### config.mk
export PLATFORM = sky130hd
export DESIGN_NAME = switch_debouncer_flat
export DESIGN_NICKNAME = d
export VERILOG_FILES = /design/src/rtl/switch_debouncer_pkg.sv /design/src/rtl/switch_debouncer_if.sv /design/src/rtl/switch_debounce_bit.sv /design/src/rtl/switch_debouncer.sv /design/src/flat_wrapper.sv
export SDC_FILE = /design/constraint.sdc
export NUM_CORES = 1
export LEC_CHECK = 0
export BUFFER_PORTS_ARGS = -buffer_cell sky130_fd_sc_hd__clkbuf_2
export CAP_MARGIN = 20
export CORE_ASPECT_RATIO = 0.9
export CORE_MARGIN = 2
export CORE_UTILIZATION = 30
export CTS_CLUSTER_SIZE = 25
export DETAILED_ROUTE_END_ITERATION = 12
export PLACE_DENSITY = 0.45
export SKIP_CTS_REPAIR_TIMING = 1
export SYNTH_ARGS = -nofsm -noshare
export SYNTH_HDL_FRONTEND = slang
export SYNTH_SLANG_ARGS = --single-unit
### constraint.sdc
create_clock -name i_clk -period 1.5 [get_ports i_clk]
set_input_delay 0.225 -clock i_clk [delete_from_list [all_inputs] [get_ports i_clk]]
set_output_delay 0.225 -clock i_clk [all_outputs]
set_load 0.005 [all_outputs]
### src/rtl/switch_debouncer_pkg.sv
// Shared constants and helpers for the switch input conditioner.
// Holds the production and simulation debounce lengths plus the counter-width helper.
package switches_pkg;

  localparam int DEBOUNCE_10MS_25MHZ = 250000;
  localparam int DEBOUNCE_SIM        = 4;

  function automatic int cnt_width(input int d);
    return $clog2(d);
  endfunction

endpackage

### src/rtl/switch_debouncer_if.sv
// Switch bus: raw levels in, debounced levels and edge pulses out.
// Valid/ready does not apply: every signal is a level or a one-cycle pulse sampled on i_clk.
interface switch_debouncer_if #(
  parameter int N = 2
);

  logic [N-1:0] i_switch;
  logic [N-1:0] o_switch;
  logic [N-1:0] o_rise;
  logic [N-1:0] o_fall;
  logic         o_change;

  // master sits on the pin side, slave is the debouncer
  modport master (
    output i_switch,
    input  o_switch, o_rise, o_fall, o_change
  );

  modport slave (
    input  i_switch,
    output o_switch, o_rise, o_fall, o_change
  );

endinterface

### src/rtl/switch_debounce_bit.sv
// One switch bit: two-flop synchroniser, disagreement counter, stable level and edge pulses.
// The stable level flips only after DEBOUNCE_CYCLES consecutive disagreeing samples.
module switch_debounce_bit
  import switches_pkg::*;
#(
  parameter int DEBOUNCE_CYCLES = DEBOUNCE_10MS_25MHZ,
  parameter int CNT_W           = cnt_width(DEBOUNCE_CYCLES)
) (
  input  logic i_clk,
  input  logic i_rst_n,
  input  logic raw,
  output logic stable,
  output logic rise,
  output logic fall
);

  localparam logic [CNT_W-1:0] CNT_LAST = CNT_W'(DEBOUNCE_CYCLES - 1);

  logic             s1;
  logic             s2;
  logic [CNT_W-1:0] cnt;

  always_ff @(posedge i_clk) begin
    if (!i_rst_n) begin
      s1     <= 1'b0;
      s2     <= 1'b0;
      cnt    <= '0;
      stable <= 1'b0;
      rise   <= 1'b0;
      fall   <= 1'b0;
    end else begin
      s1   <= raw;
      s2   <= s1;
      rise <= 1'b0;
      fall <= 1'b0;
      // any agreeing sample restarts the count, so bounces never accumulate
      if (s2 == stable) begin
        cnt <= '0;
      end else if (cnt == CNT_LAST) begin
        stable <= s2;
        cnt    <= '0;
        rise   <= s2;
        fall   <= ~s2;
      end else begin
        cnt <= cnt + CNT_W'(1);
      end
    end
  end

endmodule

### src/rtl/switch_debouncer.sv
// N-bit switch conditioner: one independent debounce slice per bit.
// The top only gathers per-bit outputs and ORs the pulses into o_change.
module switch_debouncer
  import switches_pkg::*;
#(
  parameter int N               = 2,
  parameter int DEBOUNCE_CYCLES = DEBOUNCE_10MS_25MHZ
) (
  input  logic                 i_clk,
  input  logic                 i_rst_n,
  switch_debouncer_if.slave    bus
);

  localparam int CNT_W = cnt_width(DEBOUNCE_CYCLES);

  logic [N-1:0] stable_q;
  logic [N-1:0] rise_q;
  logic [N-1:0] fall_q;

  for (genvar b = 0; b < N; b++) begin : g_bit
    switch_debounce_bit #(
      .DEBOUNCE_CYCLES(DEBOUNCE_CYCLES),
      .CNT_W          (CNT_W)
    ) u_bit (
      .i_clk  (i_clk),
      .i_rst_n(i_rst_n),
      .raw    (bus.i_switch[b]),
      .stable (stable_q[b]),
      .rise   (rise_q[b]),
      .fall   (fall_q[b])
    );
  end

  assign bus.o_switch = stable_q;
  assign bus.o_rise   = rise_q;
  assign bus.o_fall   = fall_q;
  assign bus.o_change = |(rise_q | fall_q);

endmodule
### src/flat_wrapper.sv
// flat-port wrapper written by rule: the top's interface ports become plain ports
module switch_debouncer_flat import switches_pkg::*;
#(
  parameter int N               = 2,
  parameter int DEBOUNCE_CYCLES = DEBOUNCE_10MS_25MHZ
)
  (i_clk, i_rst_n, bus_i_switch, bus_o_switch, bus_o_rise, bus_o_fall, bus_o_change);
  switch_debouncer_if #(.N(N)) bus_i ();
  input  logic i_clk;
  input  logic i_rst_n;
  input wire logic [$bits(bus_i.i_switch)-1:0] bus_i_switch;
  output wire logic [$bits(bus_i.o_switch)-1:0] bus_o_switch;
  output wire logic [$bits(bus_i.o_rise)-1:0] bus_o_rise;
  output wire logic [$bits(bus_i.o_fall)-1:0] bus_o_fall;
  output wire logic [$bits(bus_i.o_change)-1:0] bus_o_change;
  assign bus_i.i_switch = bus_i_switch;
  assign bus_o_switch = bus_i.o_switch;
  assign bus_o_rise = bus_i.o_rise;
  assign bus_o_fall = bus_i.o_fall;
  assign bus_o_change = bus_i.o_change;
  switch_debouncer #(.N(N), .DEBOUNCE_CYCLES(DEBOUNCE_CYCLES)) u_core (.i_clk(i_clk), .i_rst_n(i_rst_n), .bus(bus_i));
endmodule
==> flow_summary_export.csv, run 1 <==
group,metric,value,unit
global_route,grt_max_degree,15,
cells_and_area,finish.utilization,0.4506,
clock_network,clock_sinks,46,
setup_path,cp_max_fo,4,
synthesis,synthTopCellsByArea,"dfxtp_1 (45%), xnor2_1 (12%), nor2_1 (7.0%)",
clock_network,cts_buffers,5,
setup_path,cp-end-kind,"register",
timing,slew-limit-headroom,0.7521,
synthesis,synth_most_common_cell,"dfxtp_1",
synthesis,synth-edff-count,0,
cells_and_area,final_nets,286,
timing,finalCritPeriodShare,1.055,
clock_network,clock-root-buffer,"clkbuf_8",
clock_network,clkTransAtPathRegs,90,ps
place,dpl_cell_area,0.002560,sq mm
cells_and_area,antenna_cells,0,
timing,hold_viol_final,0,
pwr,ir_worst_vdd,467.6,uV
floorplanning,io_pins,11,
pwr,power,0.002343,W
global_route,grt_pass1_wl,7251,um
global_route,grt_pass1_vias,1539,
floorplanning,die_height,82.37,um
synthesis,yosys.area.top_type_share,0.4499,
timing,max_freq,0.6318,GHz
detailed_routing,drc,0,
floorplanning,initial_core_util,0.3108,
pwr,p_leak,0.9938,nW
setup_path,startpoint_type,"register",
clock_network,cts_tree,"built",
timing,tightest_slew,368.5,ps
setup_path,crit_arrival,1790,ps
floorplanning,fp.dieW,91.07,um
synthesis,async_flop_share,0,
synthesis,ys_types,30,
synthesis,yosys_warnings,0,
synthesis,netlist.top_cell.by_area,"dfxtp_1",
synthesis,synthCells,223,
detailed_routing,ant_nets,0,
timing,finalCriticalPeriod,1583,ps
synthesis,syn_area_per_cell,9.179,sq um
synthesis,synth_top_cells_by_count,"dfxtp_1 (46), nor2_1 (38), xnor2_1 (27), nand3_1 (15), nand2_1 (14)",
clock_network,clock_path_buffers,2,
detailed_routing,via_per_inst,4.585,
global_route,grt_overflow,0,
timing,hold_slack,118.1,ps
cells_and_area,area_growth,44.99,%
clock_network,clk_latency,310,ps
setup_path,path_class,"register to register",
pwr,powerDensity,789.5,mW/mm^2
timing,slew_violations,0,
hold_path,hold_path_class,"input pin to register",
detailed_routing,totalWireLength,4558,um
detailed_routing,num_vias,1701,
place,portBuffers,10,
cells_and_area,fin_area,0.002968,sq mm
detailed_routing,dr.pass1.iters,4,
timing,final-setup-viol-count,16,
timing,fin_ws,-82.77,ps
floorplanning,design.die.area,0.007501,sq mm
timing,finClkSkew,10.52,ps
cells_and_area,drive_above_1_share,0.4947,
synthesis,ys_seq_elements,46,
setup_path,cp.required,1710,ps
timing,rsz0062_at_grt,"yes",
outcome,violations,"negative setup slack",
flow_run,cap_violations,0,
synthesis,synth_flop_cell,"dfxtp_1",
clock_network,cts_max_level,2,
floorplanning,fp-row-count,28,
detailed_routing,drt_iter0_drc,42,
place,routabilityCongestion,0.7707,
global_route,grt_use_total,0.1228,
outcome,status,"finished with violations",
global_route,antenna_found_initial,0,
floorplanning,core_area,0.006586,sq mm
place,hpwl,3231,um
detailed_routing,wire_per_inst,12.29,um
synthesis,synth_nets,229,
synthesis,syn_area,0.002047,sq mm
synthesis,yosysSeqAreaShare,0.4499,
==> critical path, cell delays in order (launching register included) <==
cell	delay (ps)
dfxtp_2	330
nor4b_2	250
nand4_1	200
or4_4	500
and3_4	200
==> routing by layer <==
metal | wire length, um | vias up | global-route usage
li1 | - | 884 | -
met1 | 2397 | 789 | 0.1749
met2 | 1992 | 23 | 0.1778
met3 | 116 | 5 | 0.02995
met4 | 51 | 0 | 0.05000
met5 | 0 | - | 0
==> final cells by class <==
| cell class | instances | area, sq um |
|---|---|---|
| Sequential cell | 46 | 969.7 |
| Inverter | 6 | 22.52 |
| Fill cell | 679 | 3618 |
| Timing Repair Buffer | 59 | 436.7 |
| Multi-Input combinational cell | 162 | 1289 |
| Clock inverter | 1 | 30.03 |
| Tap cell | 90 | 112.6 |
| Clock buffer | 7 | 107.6 |
==> path summary, 6_finish.rpt <==
path | start | to | slack [ps] | depth (start not counted)
hold / removal | bus_i_switch[0] | u_core.g_bit[0].u_bit.s1 | 120 | 2
setup / recovery | u_core.g_bit[1].u_bit.cnt[11] | u_core.g_bit[1].u_bit.cnt[1] | -80 | 4
hold reg to reg | u_core.g_bit[1].u_bit.s1 | u_core.g_bit[1].u_bit.s2 | 450 | 1
setup reg to reg | u_core.g_bit[1].u_bit.cnt[11] | u_core.g_bit[1].u_bit.cnt[1] | -80 | 4
==> cell families after synthesis <==
family	synth area share
AND/OR/NAND/NOR	0.3075
AO/OA/AOI/OAI	0.04095
adder cells (fa/ha/maj)	0.01222
buffers and inverters	0.04278
multiplexers	0.009780
XOR/XNOR	0.1369
flip-flops	0.4499
==> placed cells by master, fill, tap and decap left out, types with 5 or more instances in the layout <==
cell      instances
nor3_1            5
and2_1            6
nand3_1          11
nor4_1            5
inv_1             5
clkbuf_8          6
nor2_2           14
nand2_1          13
dfxtp_2          12
nor4_2            5
xor2_1            5
buf_6             5
xnor2_1          27
nand4_1           9
nor2_1           20
clkbuf_2         10
dfxtp_1          25
buf_4            44
dfxtp_4           9
==> through the flow <==
step | setup TNS, ps | worst slack, ps | std cells
after floorplan | -934.5 | -90.32 | 223
after global placement | -927.1 | -62.53 | 359
after detailed placement | -1370 | -88.11 | 359
after CTS | -1700 | -99.99 | 367
after global routing | -2797 | -145.0 | 371
final | -337.8 | -82.77 | 371
==> where the power goes <==
part           internal [W]  switching, W   total, W
sequential          0.00121    0.00000491    0.00122
clock              0.000644      0.000442    0.00109
combinational     0.0000192     0.0000223  0.0000415
==> state kept, by name, indices dropped and copies added, names as in the netlist <==
register                   count
u_core.g_bit.u_bit.cnt        36
u_core.g_bit.u_bit.fall        2
u_core.g_bit.u_bit.rise        2
u_core.g_bit.u_bit.s1          2
u_core.g_bit.u_bit.s2          2
u_core.g_bit.u_bit.stable      2
Power figures use the tool's default switching activity.
==> inputs of run 2 (changes only) <==
Settings changed: CORE_UTILIZATION 30 to 49, PLACE_DENSITY 0.45 to 0.67.
==> run 2 against run 1 <==
  * The flow still finishes with violations (negative setup slack)
  * Register-to-register slack barely moved
  * Clock power fell by 16%
  * Final cell count fell by 15%
  * Flip-flop and latch count did not move
  * Critical path type unchanged
  * Sequential share of layout area rose by 3.5 points
  * Highest routed layer unchanged
  * Clock skew fell by 2.0 ps
  * Largest power group unchanged
  * Clock-buffer cell count fell by 2
  * Routed wire length fell by 7.9%
  * Critical endpoint unchanged
==> flow_summary_export.csv, run 2 (synthesis gave the netlist of run 1 again) <==
group,metric,value,unit
outcome,status,"finished with violations",
outcome,violations,"negative setup slack",
cells_and_area,finish.utilization,0.6528,
detailed_routing,num_vias,1651,
setup_path,path_class,"register to register",
setup_path,crit_family,"simple AND/OR/NAND/NOR gates",
floorplanning,fp.dieW,72.13,um
clock_network,clock_path_buffers,2,
global_route,grt_max_degree,15,
setup_path,cp.required,1690,ps
timing,finClkSkew,8.556,ps
timing,fin_ws,-96.25,ps
detailed_routing,drt_iter0_drc,129,
cells_and_area,fin_cells,315,
clock_network,cts_tree,"built",
cells_and_area,largest-register,"u_core.g_bit.u_bit.cnt",
global_route,grt_pass1_vias,1553,
clock_network,cts_buffers,5,
setup_path,cp_max_fo,4,
cells_and_area,antenna_cells,0,
timing,slew-limit-headroom,0.7475,
place,dp.cells,307,
hold_path,hold_depth,2,
timing,hold_slack,132.3,ps
setup_path,critical_path_depth,4,
floorplanning,core_area,0.004046,sq mm
timing,rsz0062_at_grt,"yes",
pwr,ir_worst_vdd,584.4,uV
clock_network,clk_latency,300,ps
setup_path,critPathMaxStageDelay,490,ps
setup_path,crit_chain,"nor4b_4 -> nand4_1 -> or4_4 -> and3_4",
setup_path,cpMaxStageDelayCell,"or4_4",
setup_path,reg2reg_setup_slack,-100,ps
setup_path,crit_arrival,1790,ps
place,hpwl,2901,um
cells_and_area,final_nets,272,
global_route,antenna_found_initial,0,
timing,hold_viol_final,0,
timing,slew_violations,0,
cells_and_area,final_common_cell,"nor2_1",
setup_path,cp-end-kind,"register",
floorplanning,fp-row-count,22,
global_route,grt_pass1_wl,7134,um
detailed_routing,dr.pass1.iters,4,
timing,max_freq,0.6265,GHz
clock_network,clkTransAtPathRegs,80,ps
hold_path,hold_path_class,"input pin to register",
detailed_routing,ant_nets,0,
timing,final-setup-viol-count,23,
global_route,grt_overflow,0,
timing,tns,-1189,ps
setup_path,worstRegToRegCells,4,
detailed_routing,totalWireLength,4200,um
clock_network,cts_max_level,2,
detailed_routing,drc,0,
pwr,powerDensity,822.0,mW/mm^2
cells_and_area,drive_above_1_share,0.3670,
floorplanning,design.die.area,0.004711,sq mm
flow_run,cap_violations,0,
floorplanning,initial_core_util,0.5059,
cells_and_area,largest_reg_flops,36,
floorplanning,io_pins,11,
setup_path,path_buf_inv,0,
setup_path,startpoint_type,"register",
clock_network,clock_sinks,46,
timing,finalCriticalPeriod,1596,ps
cells_and_area,layout_common_cells,"nor2_1 (38), buf_4 (32), xnor2_1 (27)",
place,routabilityCongestion,0.8386,
place,portBuffers,10,
timing,finalCritPeriodShare,1.064,
detailed_routing,via_per_inst,5.241,
detailed_routing,wire_per_inst,13.33,um
cells_and_area,area_growth,29.03,%
pwr,p_leak,0.8807,nW
floorplanning,die_height,65.32,um
timing,tightest_slew,375.2,ps
global_route,grt_use_total,0.1944,
clock_network,clock-root-buffer,"clkbuf_8",
==> run 2: changes by cell type in the layout (fill, tap and decap cells not counted), moves of 3 or more <==
cell	delta
buf_4	-12
buf_6	-3
dfxtp_2	+4
dfxtp_4	-5
nor2_1	+18
nor2_2	-14
nor2_4	-4
nor3_1	+3
nor4_1	+3
==> run 2: report_power, final <==
group / switching [W] / total (W) / internal, W / leakage (nW)
sequential: 0.00000468 / 0.00122 / 0.00122 / 0.383
clock: 0.000422 / 0.000912 / 0.000491 / 0.0579
combinational: 0.0000180 / 0.0000348 / 0.0000168 / 0.440
==> run 2: worst reg2reg max path, cell delays in order, from the launching register on <==
cell and delay, ps:
dfxtp_2 340, nor4b_4 270, nand4_1 190, or4_4 500, and3_4 200
==> run 2: worst paths after layout <==
check                                      end                          start
setup reg to reg  u_core.g_bit[1].u_bit.cnt[1]  u_core.g_bit[1].u_bit.cnt[11]
setup / recovery  u_core.g_bit[1].u_bit.cnt[1]  u_core.g_bit[1].u_bit.cnt[11]
hold reg to reg       u_core.g_bit[0].u_bit.s2       u_core.g_bit[0].u_bit.s1
hold / removal        u_core.g_bit[0].u_bit.s1                bus_i_switch[0]
==> run 2: area by class of cell <==
type	instances	area [sq um]
Sequential cell	46	955.9
Timing Repair Buffer	45	332.8
Fill cell	351	1405
Multi-Input combinational cell	162	1161
Clock buffer	5	68.82
Inverter	6	22.52
Clock inverter	3	40.04
Tap cell	48	60.06
==> run 2: per-layer routing <==
layer | share of wire | track usage | up-vias
met4 | 0.0095 | 0.07075 | 0
met1 | 0.50 | 0.2770 | 761
met2 | 0.45 | 0.2787 | 27
li1 | - | - | 858
met5 | 0 | 0 | -
met3 | 0.036 | 0.05368 | 5
==> run 2: stage by stage <==
| stage | setup slack, ps | cell area [sq um] | power [W] |
|---|---|---|---|
| final | -96.25 | 2641 | 0.002171 |
| after global routing | -152.6 | 2641 | 0.002255 |
| after CTS | -152.8 | 2554 | 0.002190 |
| after detailed placement | -85.02 | 2445 | 0.001290 |
| after global placement | -49.29 | 2445 | 0.001289 |
| after floorplan | -90.32 | 2127 | 0.001277 |
